--- config.mk ---
export PLATFORM = sky130hd
export DESIGN_NAME = logic_unit_flat
export DESIGN_NICKNAME = d
export VERILOG_FILES = /design/src/rtl/logic_unit_if.sv /design/src/rtl/logic_unit.sv /design/src/flat_wrapper.sv
export SDC_FILE = /design/constraint.sdc
export NUM_CORES = 1
export LEC_CHECK = 0
export CORE_ASPECT_RATIO = 0.9
export CORE_MARGIN = 1
export CORE_UTILIZATION = 54
export CTS_BUF_LIST = sky130_fd_sc_hd__clkbuf_8
export CTS_CLUSTER_SIZE = 10
export DETAILED_ROUTE_END_ITERATION = 10
export PLACE_DENSITY_LB_ADDON = 0.05
export SLEW_MARGIN = 20
export SYNTH_ARGS = -nofsm -noshare
export SYNTH_HDL_FRONTEND = slang
export SYNTH_SLANG_ARGS = --single-unit
--- constraint.sdc ---
create_clock -name clk -period 1 [get_ports clk]
set_clock_uncertainty 0.2 [all_clocks]
set_input_delay 0.15 -clock clk [delete_from_list [all_inputs] [get_ports clk]]
set_output_delay 0.15 -clock clk [all_outputs]
set_load 0.01 [all_outputs]
--- src/rtl/logic_unit_if.sv ---
// logic_unit_if: operand/opcode request and registered result/flags of the logic unit
interface logic_unit_if #(parameter int WIDTH = 16);
   logic             in_valid;
   logic [WIDTH-1:0] in0;
   logic [WIDTH-1:0] in1;
   logic [2:0]       sel;
   logic [WIDTH-1:0] result;
   logic             out_valid;
   logic             zero;
   logic             parity;
   modport master (output in_valid, in0, in1, sel, input result, out_valid, zero, parity);
   modport slave  (input in_valid, in0, in1, sel, output result, out_valid, zero, parity);
endinterface

--- src/rtl/logic_unit.sv ---
// logic_unit: 16-bit bitwise logic unit with registered result, zero and parity flags
module logic_unit #(parameter int WIDTH = 16) (
   input logic         clk,
   input logic         rst_n,
   logic_unit_if.slave bus
);
   logic [WIDTH-1:0] op;
   always_comb begin
      op = '0;
      case (bus.sel)
         3'b000:  op = bus.in0 & bus.in1;
         3'b001:  op = bus.in0 | bus.in1;
         3'b010:  op = bus.in0 ^ bus.in1;
         3'b011:  op = ~(bus.in0 & bus.in1);
         3'b100:  op = ~(bus.in0 | bus.in1);
         3'b101:  op = ~(bus.in0 ^ bus.in1);
         3'b110:  op = ~bus.in0;
         default: op = bus.in0 & ~bus.in1;
      endcase
   end
   // result and flags hold while idle; only out_valid tracks every edge
   always_ff @(posedge clk or negedge rst_n)
      if (!rst_n) begin
         bus.result    <= '0;
         bus.out_valid <= 1'b0;
         bus.zero      <= 1'b0;
         bus.parity    <= 1'b0;
      end else begin
         bus.out_valid <= bus.in_valid;
         if (bus.in_valid) begin
            bus.result <= op;
            bus.zero   <= op == '0;
            bus.parity <= ^op;
         end
      end
endmodule

--- src/flat_wrapper.sv ---
// flat-port wrapper written by rule: the top's interface ports become plain ports
module logic_unit_flat 
#(parameter int WIDTH = 16)
  (clk, rst_n, bus_in_valid, bus_in0, bus_in1, bus_sel, bus_result, bus_out_valid, bus_zero, bus_parity);
  logic_unit_if #(.WIDTH(WIDTH)) bus_i ();
  input logic clk;
  input logic rst_n;
  input wire logic [$bits(bus_i.in_valid)-1:0] bus_in_valid;
  input wire logic [$bits(bus_i.in0)-1:0] bus_in0;
  input wire logic [$bits(bus_i.in1)-1:0] bus_in1;
  input wire logic [$bits(bus_i.sel)-1:0] bus_sel;
  output wire logic [$bits(bus_i.result)-1:0] bus_result;
  output wire logic [$bits(bus_i.out_valid)-1:0] bus_out_valid;
  output wire logic [$bits(bus_i.zero)-1:0] bus_zero;
  output wire logic [$bits(bus_i.parity)-1:0] bus_parity;
  assign bus_i.in_valid = bus_in_valid;
  assign bus_i.in0 = bus_in0;
  assign bus_i.in1 = bus_in1;
  assign bus_i.sel = bus_sel;
  assign bus_result = bus_i.result;
  assign bus_out_valid = bus_i.out_valid;
  assign bus_zero = bus_i.zero;
  assign bus_parity = bus_i.parity;
  logic_unit #(.WIDTH(WIDTH)) u_core (.clk(clk), .rst_n(rst_n), .bus(bus_i));
endmodule
==> summary.txt, run 1 <==
Synthesis
  – Most frequent cell after synthesis: ha_1
  – Mean Syn Cell Area: 8.06 sq um
  – Most used flip-flop cell after synthesis: dfrtp_1
  – Synth async-reset ratio: 100%
  – Sequential area share after synthesis: 17.2%
  – Synth cell types: 39
  – Synth top cells by count: 56 x ha_1, 52 x inv_1, 35 x a21oi_1
  – Mux cell area share after synthesis: 8.80%
  – Largest family of logic cells by synthesized area: adder cells
  – Number of flops mapped to enable cells by yosys: 0
  – Post-Synth Simple-Gate Area: between 10% and 20%
  – Synthesized flop and latch total: 19
  – Post-Syn Area: 2760 sq um
  – Cell count after synthesis: 342
  – Complex-gate fraction of the synthesized area: around a fifth
  – Syn nets: 436
  – Synth Area in XOR/XNOR: 2.22%
  – Dominant cell type by area after synthesis: ha_1
  – Synth warnings: 0
  – Synth Area in Adders: 25.4%
  – Synth area leaders: ha_1 25%, dfrtp_1 17%, inv_1 7.1%
  – Synth top area share: between 20% and 30%

Outcome
  – First Error: [ERROR DPL-0038] Utilization greater than 100%, impossible to legalize
  – Outcome: did not finish
  – Failed at: clock tree synthesis

Placement
  – Placed cells: ~530
  – RePlAce Congestion: 0.830
  – Pre-CTS WS: -2.05 ns
  – I/O Buffers: between 50 and 60
  – Post-DP HPWL: 6660 microns

Clocking
  – Root buffer cell: clkbuf_8
  – Number of CTS-inserted buffers: 3
  – H-tree levels: 1
  – CTS resizes: 313
  – CTS Hold Bufs: 0
  – Post-CTS setup buffer count: 35
  – Clk sinks: 19
  – Clock buffer depth: 2

Floorplanning
  – Initial cell density of the core: 56.7%
  – Num rows: 24
  – Io pins: between 50 and 60
  – Die Wd: 77.3 microns
  – Die H: 69.8 microns
==> logic make-up after synthesis <==
group                      after synthesis
buffers and inverters                   75
muxes                                   22
adders and majority gates               56
and+or+nand+nor                         69
DFF                                     19
xor gates and xnor gates                 7
AOI/OAI and AO/OA                       94
==> stage by stage <==
stage / util [%] / area (sq um) / hold WS (ns)
global placement: 89.2 / 4340 / 0.293
detailed placement: 89.2 / 4340 / 0.294
floorplan: - / 3220 / -0.346
==> inputs of run 2 (changes only) <==
--- a/config.mk
+++ b/config.mk
@@ -5,13 +5,10 @@
 export SDC_FILE = /design/constraint.sdc
 export NUM_CORES = 1
 export LEC_CHECK = 0
-export CORE_ASPECT_RATIO = 0.9
 export CORE_MARGIN = 1
-export CORE_UTILIZATION = 54
-export CTS_BUF_LIST = sky130_fd_sc_hd__clkbuf_8
-export CTS_CLUSTER_SIZE = 10
+export CORE_UTILIZATION = 40
 export DETAILED_ROUTE_END_ITERATION = 10
-export PLACE_DENSITY_LB_ADDON = 0.05
+export PLACE_DENSITY_LB_ADDON = 0.15
 export SLEW_MARGIN = 20
 export SYNTH_ARGS = -nofsm -noshare
 export SYNTH_HDL_FRONTEND = slang
==> summary.txt, run 2 <==
Detailed routing
  – Pre-antenna DRT Iters: 4
  – Remaining antenna violation count: 0
  – Residual DRC: 0
  – Routed via count: between 3000 and 4000
  – WL final: 9920 microns
  – DRT iter0 DRCs: 191
  – Routed len/inst: ~17 microns
  – Vias/cell: 5.40

Floorplanning
  – Io pins: 57
  – Num rows: 29
  – Core ar.: approximately 6500 sq um
  – Die area: 7230 sq um
  – Die Wd: 85.0 microns
  – Die H: 85.0 microns
  – Initial cell density of the core: 42.5%

Power and ir drop
  – Cell Pwr Density: approximately 880 nW/um^2
  – Peak supply drop: 0.591 mV
  – Leakage: 0.00243 uW

Clocking
  – Root buffer cell: clkbuf_8
  – Clock insertion delay at the later pin of the skew report: ~0.26 ns
  – H-tree levels: 1
  – Clk slew on worst S/H paths: 0.07 ns
  – Clock buffer depth: 2
  – Number of CTS-inserted buffers: 3
  – CTS tree: built
  – Clk sinks: 19

Synthesis
  – Mean Syn Cell Area: 8.06 sq um
  – Most frequent cell after synthesis: ha_1
  – Synthesized flop and latch total: 19
  – Synth async-reset ratio: between 90% and 100%
  – Synth top area share: 25.4%
  – Number of flops mapped to enable cells by yosys: 0
  – Cell count after synthesis: 342
  – Syn nets: 436
  – Post-Syn Area: 2760 sq um
  – Most used flip-flop cell after synthesis: dfrtp_1
  – Synth top cells by count: 56 x ha_1, 52 x inv_1, 35 x a21oi_1
  – Synth cell types: 39
  – Dominant cell type by area after synthesis: ha_1
  – Sequential area share after synthesis: 17.2%
  – Synth area leaders: ha_1 25%, dfrtp_1 17%, inv_1 7.1%
  – Synth warnings: 0

Run
  – Max-Cap Viols: 0

Finish
  – Max reg flops: 16
  – Nets: 603
  – Largest reg by FF count: u_core.bus.result
  – Most frequent cells in the layout: 107 x buf_4, 33 x buf_2, 32 x ha_1, 25 x buf_6, 23 x ha_4
  – Commonest non-fill, non-tap cell in the layout: buf_4
  – Area growth, synth to finish: 87.2%
  – Finished Layout Cells: 585
  – Fillers: 415
  – Final Core Density: 79.5%
  – Share of layout cells above drive strength 1: 64.0%
  – N_diodes: 0

Timing
  – Final worst-path cycle share: 222%
  – Final worst setup slack: -1.22 ns
  – Max Fclk: 451 MHz
  – Final hold violations: 0
  – Max_slew headroom: 77.2%
  – Final setup viols: 37
  – Setup TNS: -11.79 ns
  – Worst slew pin tran: 0.342 ns
  – Min Tclk post-route: 2.22 ns
  – RSZ-0062 raised after global routing: yes
  – Max-slew violations: 0
  – Hold WS: 0.0297 ns

Critical path
  – Arr. time, crit path: 2.16 ns
  – Worst EP required: 0.95 ns
  – Crit. End Element: flop
  – CP Max Fanout: 3
  – R2R depth: 4
  – Reg2reg start: u_core.bus.result[12]
  – RR Endpoint: u_core.bus.result[12]
  – Kind of critical path: in2reg
  – Worst Setup Start Kind: input port
  – R2R Setup Slk: -0.08 ns

Placement
  – RePlAce Congestion: between 0.7 and 0.8
  – I/O Buffers: 56
  – Placed cells: about 550
  – Pre-CTS WS: -2.02 ns
  – Post-DP HPWL: 5920 microns

Min path
  – Hold WC Path Type: in2async

Global routing
  – Initial antenna violation count: 0
  – Largest net degree at the start of global routing: 22
  – Gr ovfl total: 0
  – Number of global-route vias before repair: 3025
  – Global-route wire length before repair: 13500 microns
  – Overall routing resource usage: 22.8%

Outcome
  – Outcome: finished with violations
  – Violated checks: setup timing
## run 2: cell counts after synthesis
No cell type changed its count.
## run 2: logic make-up (layout without fill, tap and decap cells)
kind of cell / Yosys count / after routing / share of synthesized area [%]
flip-flops: 19 / 19 / 17.2
AND/OR/NAND/NOR: 69 / 69 / 13.2
adder cells (fa/ha/maj): 56 / 56 / 25.4
multiplexers: 22 / 22 / 8.80
AO/OA/AOI/OAI: 94 / 94 / 21.1
XOR/XNOR: 7 / 7 / 2.22
buffers and inverters: 75 / 241 / 12.0
## run 2: worst max-delay path: stages
cell and delay, ns:
buf_12 0.09, inv_12 0.03, ha_4 0.22, mux2_4 0.25
mux4_2 0.48, o21ai_4 0.11, ha_4 0.25, xnor2_4 0.15
xnor2_2 0.19, xnor2_1 0.15, a21oi_1 0.08
## run 2: repair_timing
item	4_1_cts	5_1_grt
endpoints found under the setup margin	37	37
pin swaps	64	32
setup buffers	32	15
gates cloned	0	0
hold buffers	0	0
gates resized for setup	261	94
endpoints found under the hold margin	0	0
## run 2: worst max path at each step
stage,to,start,slack [ns],cells past startpoint
final,u_core.bus.parity,bus_in0[5],-1.22,11
after floorplan,u_core.bus.parity,bus_in0[5],-1.28,10
after global routing,u_core.bus.parity,bus_in0[5],-1.27,11
after global placement,u_core.bus.parity,bus_in0[5],-1.94,12
after CTS,u_core.bus.parity,bus_in0[5],-1.29,12
after detailed placement,u_core.bus.parity,bus_in0[5],-2.02,12
## run 2: stage by stage
stage	power, uW	instance area (sq um)
after detailed placement	3340	4420
after global placement	3240	4420
after global routing	4820	5160
after CTS	4050	4740
after floorplan	2240	3220
final	4560	5160
## run 2: area by class of cell
cell class	instances	area, sq um	share of cell area, %
flip-flops and latches	19	475	9.21
repair buffers	184	1590	30.7
multi-input cells	248	2650	51.3
well taps	77	96.3	1.87
inverters	53	309	5.99
clock inverters	1	5.00	0.0969
clock buffers	3	41.3	0.800
## run 2: metal layers
layer / vias to the layer above / part of all wire, % / wire [microns] / track usage [%]
met5: - / 0 / 0 / 0
met4: 0 / 4.8 / 478 / 9.09
met3: 36 / 4.2 / 415 / 2.14
met2: 104 / 50 / 4980 / 41.5
met1: 1519 / 41 / 4050 / 27.5
li1: 1502 / - / - / -
## run 2: report_power, final
| part | internal (uW) | total [uW] | switching (uW) |
|---|---|---|---|
| clock network | 277 | 536 | 258 |
| registers | 899 | 962 | 62.4 |
| logic | 1680 | 3060 | 1380 |
| total | 2860 | 4560 | 1700 |
Power figures use the tool's default switching activity.
==> inputs of run 3 (changes only) <==
--- a/config.mk
+++ b/config.mk
@@ -6,7 +6,8 @@
 export NUM_CORES = 1
 export LEC_CHECK = 0
 export CORE_MARGIN = 1
-export CORE_UTILIZATION = 40
+export CORE_UTILIZATION = 30
+export CTS_BUF_LIST = sky130_fd_sc_hd__clkbuf_4 sky130_fd_sc_hd__clkbuf_8
 export DETAILED_ROUTE_END_ITERATION = 10
 export PLACE_DENSITY_LB_ADDON = 0.15
 export SLEW_MARGIN = 20
==> summary.txt, run 3 (synthesized netlist as in run 2, its figures left out) <==
Power and ir drop
  – Peak supply drop: 0.441 mV
  – Cell Pwr Density: 848 nW/um^2
  – Leakage: 0.00232 uW

Critical path
  – Worst EP required: 0.94 ns
  – Crit. End Element: flop
  – Arr. time, crit path: 2.10 ns
  – R2R depth: 4
  – Worst Setup Start Kind: input port
  – Kind of critical path: in2reg
  – Worst-path cell chain: buf_12, inv_12, ha_4, mux2_4, mux4_2, o21ai_4, ha_4, xnor2_2, xnor2_1, xnor2_1, a21oi_1
  – Crit-path max cell delay: between 0.4 and 0.5 ns
  – R2R Setup Slk: -0.07 ns
  – Reg2reg start: u_core.bus.result[11]
  – CP Max Fanout: 3
  – Worst path slowest cell: mux4_2
  – RR Endpoint: u_core.bus.result[11]

Clocking
  – H-tree levels: 1
  – Clock buffer depth: 2
  – CTS tree: built
  – Clock insertion delay at the later pin of the skew report: 0.25 ns
  – Root buffer cell: clkbuf_8
  – Number of CTS-inserted buffers: 3
  – CTS Hold Bufs: 0
  – Clk slew on worst S/H paths: 0.07 ns
  – Clk sinks: 19

Placement
  – Post-DP Area: 4490 sq um
  – Post-DP HPWL: 5880 microns
  – Placed cells: 579
  – Pre-CTS WS: -2.01 ns
  – RePlAce Congestion: just under 0.8
  – I/O Buffers: 56

Detailed routing
  – Routed len/inst: roughly 12 microns
  – Routed via count: 2857
  – Vias/cell: 4.67
  – DRT iter0 DRCs: 86
  – Residual DRC: 6
  – Remaining antenna violation count: 0
  – WL final: 7460 microns
  – Pre-antenna DRT Iters: 7

Finish
  – N_diodes: 0
  – Finished Layout Cells: 612
  – Largest reg by FF count: u_core.bus.result
  – Multi-input logic area: between 2000 and 2500 sq um
  – Most frequent cells in the layout: 111 x buf_4, 34 x buf_2, 33 x ha_1, 30 x a21oi_1, 23 x inv_1
  – Final Cell Area: 4870 sq um
  – Storage cell area: 475 sq um
  – Max reg flops: 16
  – Fillers: 834
  – Nets: 599
  – Commonest non-fill, non-tap cell in the layout: buf_4
  – Area growth, synth to finish: 76.8%
  – Share of layout cells above drive strength 1: between 50% and 60%

Timing
  – Worst slew pin tran: 0.295 ns
  – Final worst setup slack: -1.16 ns
  – Max-slew violations: 0
  – Max Fclk: 463 MHz
  – Final worst-path cycle share: 216%
  – Hold WS: 0.0424 ns
  – Final setup viols: 37
  – Final hold violations: 0
  – Min Tclk post-route: 2.16 ns
  – RSZ-0062 raised after global routing: yes
  – Max_slew headroom: 80.4%
  – Setup TNS: -12.83 ns

Floorplanning
  – Initial cell density of the core: a little under a third
  – Num rows: 34
  – Core ar.: 8810 sq um
  – Io pins: 57
  – Die Wd: 97.9 microns
  – Die H: 97.9 microns
  – Die area: 9580 sq um

Min path
  – Hold WC Path Type: in2async

Global routing
  – Largest net degree at the start of global routing: 21
  – Gr ovfl total: 0
  – Global-route wire length before repair: 12900 microns
  – Initial antenna violation count: 0
  – Number of global-route vias before repair: a little under 3000
  – Overall routing resource usage: 16.0%

Outcome
  – Violated checks: DRC, setup timing
  – Outcome: finished with violations

Run
  – Max-Cap Viols: 0
==> run 3: worst max-delay path by stage <==
stage | from | endpoint | slack, ns | cells past startpoint
3_5_place_dp | bus_in0[5] | u_core.bus.parity | -2.01 | 12
6_report | bus_in0[5] | u_core.bus.parity | -1.16 | 11
4_1_cts | bus_in0[5] | u_core.bus.parity | -1.23 | 12
5_1_grt | bus_in0[5] | u_core.bus.parity | -1.21 | 11
3_3_place_gp | bus_in0[5] | u_core.bus.parity | -1.98 | 12
2_1_floorplan | bus_in0[5] | u_core.bus.parity | -1.28 | 10
==> run 3: per-stage QoR <==
step,util (%),total power [uW]
3_5_place_dp,50.9,3310
5_1_grt,55.4,4450
3_3_place_gp,50.9,3260
6_report,55.4,4140
4_1_cts,54.3,4070
2_1_floorplan,-,2240
==> run 3: cell type report <==
type,instances,area share [%]
Multi-Input combinational cell,248,50.6
Clock buffer,4,1.00
Tap cell,108,2.77
Sequential cell,19,9.75
Inverter,53,6.03
Timing Repair Buffer,180,29.8
==> run 3: where the power goes <==
part / internal (uW) / total (uW) / leakage, uW / switching, uW
registers: 900 / 964 / 0.000222 / 64.1
clock network: 310 / 541 / 0.0000262 / 231
logic: 1490 / 2630 / 0.00207 / 1140
==> run 3: timing repair <==
item | CTS | global route
endpoints found under the hold margin | 0 | 0
gates resized for setup | 222 | 13
endpoints found under the setup margin | 37 | 37
setup buffers | 24 | 10
pin swaps | 59 | 20
gates cloned | 0 | 0
==> run 3: routing by layer <==
layer / vias to the layer above / GRT usage [%] / wire length (microns)
met4: 0 / 3.26 / 46
li1: 1504 / - / -
met5: - / 0 / 0
met1: 1301 / 21.0 / 3590
met2: 46 / 28.8 / 3610
met3: 6 / 0.931 / 216
==> run 3: worst max-delay path: cells and delay by family <==
family	cells	cell delay [ns]
mux	2	0.73
xor+xnor	3	0.46
fa+ha+maj	2	0.45
compound gates	2	0.18
buf+inv	2	0.12
==> inputs of run 4 (changes only) <==
--- a/config.mk
+++ b/config.mk
@@ -9,7 +9,9 @@
 export CORE_UTILIZATION = 30
 export CTS_BUF_LIST = sky130_fd_sc_hd__clkbuf_4 sky130_fd_sc_hd__clkbuf_8
 export DETAILED_ROUTE_END_ITERATION = 10
+export HOLD_SLACK_MARGIN = 0.15
 export PLACE_DENSITY_LB_ADDON = 0.15
+export RECOVER_POWER = 50
 export SLEW_MARGIN = 20
 export SYNTH_ARGS = -nofsm -noshare
 export SYNTH_HDL_FRONTEND = slang
==> summary.txt, run 4 (synthesized netlist as in run 2, its figures left out) <==
Critical path
  – RR Endpoint: u_core.bus.result[11]
  – Arr. time, crit path: roughly 2.1 ns
  – Kind of critical path: in2reg
  – Crit. End Element: flop
  – Worst Setup Start Kind: input port
  – R2R depth: 4
  – CP Max Fanout: 3
  – Reg2reg start: u_core.bus.result[11]
  – R2R Setup Slk: -0.07 ns
  – Worst EP required: around 0.94 ns

Power and ir drop
  – Cell Pwr Density: 849 nW/um^2
  – Peak supply drop: around 0.44 mV
  – Combinational fraction of design power: 63.5%
  – Leakage: roughly 0.0023 uW
  – Clock power share: a little over an eighth
  – Sw Ratio: 34.8%
  – Seq pwr share: between 20% and 30%
  – Internal Power: around 2700 uW
  – Total power: 4130 uW
  – Psw: approximately 1400 uW

Finish
  – Area growth, synth to finish: 76.2%
  – Share of layout cells above drive strength 1: 55.2%
  – Final Core Density: 55.2%
  – Most frequent cells in the layout: 111 x buf_4, 34 x buf_2, 33 x ha_1, 30 x a21oi_1, 23 x inv_1
  – N_diodes: 0
  – Nets: 599
  – Final Cell Area: approximately 4900 sq um
  – Fillers: 836
  – Max reg flops: 16
  – Commonest non-fill, non-tap cell in the layout: buf_4
  – Largest reg by FF count: u_core.bus.result

Detailed routing
  – Pre-antenna DRT Iters: 7
  – Remaining antenna violation count: 0
  – Vias/cell: 4.67
  – DRT iter0 DRCs: 86
  – Routed len/inst: 12.2 microns
  – Routed via count: 2859
  – WL final: 7460 microns
  – Residual DRC: 6

Timing
  – Final worst-path cycle share: 216%
  – Max-slew violations: 0
  – Min Tclk post-route: approximately 2.2 ns
  – Final setup viols: 37
  – Final worst setup slack: -1.16 ns
  – RSZ-0062 raised after global routing: yes
  – Max Fclk: 463 MHz
  – Max_slew headroom: around 70%
  – Worst slew pin tran: 0.476 ns
  – Final hold violations: 0

Floorplanning
  – Die H: 97.9 microns
  – Die Wd: 97.9 microns
  – Initial cell density of the core: between 30 and 40%
  – Num rows: 34
  – Io pins: 57
  – Die area: 9580 sq um
  – Core ar.: 8810 sq um

Global routing
  – Initial antenna violation count: 0
  – Largest net degree at the start of global routing: 21
  – Number of global-route vias before repair: approximately 2900
  – Gr ovfl total: 0
  – Global-route wire length before repair: 12900 microns
  – Overall routing resource usage: 16.0%

Clocking
  – Root buffer cell: clkbuf_8
  – Clock buffer depth: 2
  – Clk sinks: 19
  – CTS tree: built
  – H-tree levels: 1
  – Clock insertion delay at the later pin of the skew report: between 0.2 and 0.3 ns
  – Clk slew on worst S/H paths: 0.07 ns
  – Number of CTS-inserted buffers: 3

Outcome
  – Violated checks: DRC, setup timing
  – Outcome: finished with violations

Placement
  – Post-DP Area: 4490 sq um
  – Post-DP HPWL: 5880 microns
  – I/O Buffers: 56
  – RePlAce Congestion: 0.793

Run
  – Max-Cap Viols: 0

Min path
  – Hold WC Path Type: in2async
-- run 4: worst max-delay path by stage --
stage | start | end | slack, ns | cells after the start
floorplan | bus_in0[5] | u_core.bus.parity | -1.28 | 10
global placement | bus_in0[5] | u_core.bus.parity | -1.98 | 12
detailed placement | bus_in0[5] | u_core.bus.parity | -2.01 | 12
CTS | bus_in0[5] | u_core.bus.parity | -1.23 | 12
global route | bus_in0[5] | u_core.bus.parity | -1.21 | 11
finish | bus_in0[5] | u_core.bus.parity | -1.16 | 11
-- run 4: layout make-up --
cell class | instances | area (sq um) | share of cell area [%]
repair buffers | 180 | 1440 | 29.6
multi-input cells | 248 | 2470 | 50.8
clock buffers | 4 | 48.8 | 1.00
flip-flops and latches | 19 | 475 | 9.78
well taps | 108 | 135 | 2.78
inverters | 53 | 294 | 6.05
-- run 4: worst max-delay path, stage by stage --
cell,delay (ns)
buf_12,0.09
inv_12,0.03
ha_4,0.22
mux2_4,0.25
mux4_2,0.48
o21ai_4,0.10
ha_4,0.23
xnor2_2,0.13
xnor2_1,0.19
xnor2_1,0.14
a21oi_1,0.08
-- run 4: timing repair --
action	CTS	global route
pin swaps	59	20
gates resized for setup	222	13
hold endpoints to repair	19	19
setup buffers	24	10
setup endpoints to repair	37	37
-- run 4: per-stage QoR --
| step | TNS, ns | worst slack, ns | hold WS, ns | cells |
|---|---|---|---|---|
| floorplan | -6.98 | -1.28 | -0.346 | 342 |
| global placement | -24.24 | -1.98 | 0.294 | 579 |
| detailed placement | -25.04 | -2.01 | 0.300 | 579 |
| CTS | -13.13 | -1.23 | 0.0390 | 603 |
| global route | -14.86 | -1.21 | 0.160 | 612 |
| finish | -12.83 | -1.16 | 0.122 | 612 |
-- run 4: power groups by stage --
stage                     sequential [uW]  clock (uW)  combinational, uW
after floorplan                      1040           0               1200
after global placement                981           0               2280
after detailed placement              987           0               2320
after CTS                             966         575               2530
after global routing                  977         603               2860
final                                 964         541               2620
-- run 4: layer usage --
metal  GRT usage, %  share of wire [%]  routed length [microns]
met1           21.0                 48                     3590
met5              0                  0                        0
met2           28.8                 48                     3610
met3          0.931                2.9                      220
met4           3.26               0.62                       46
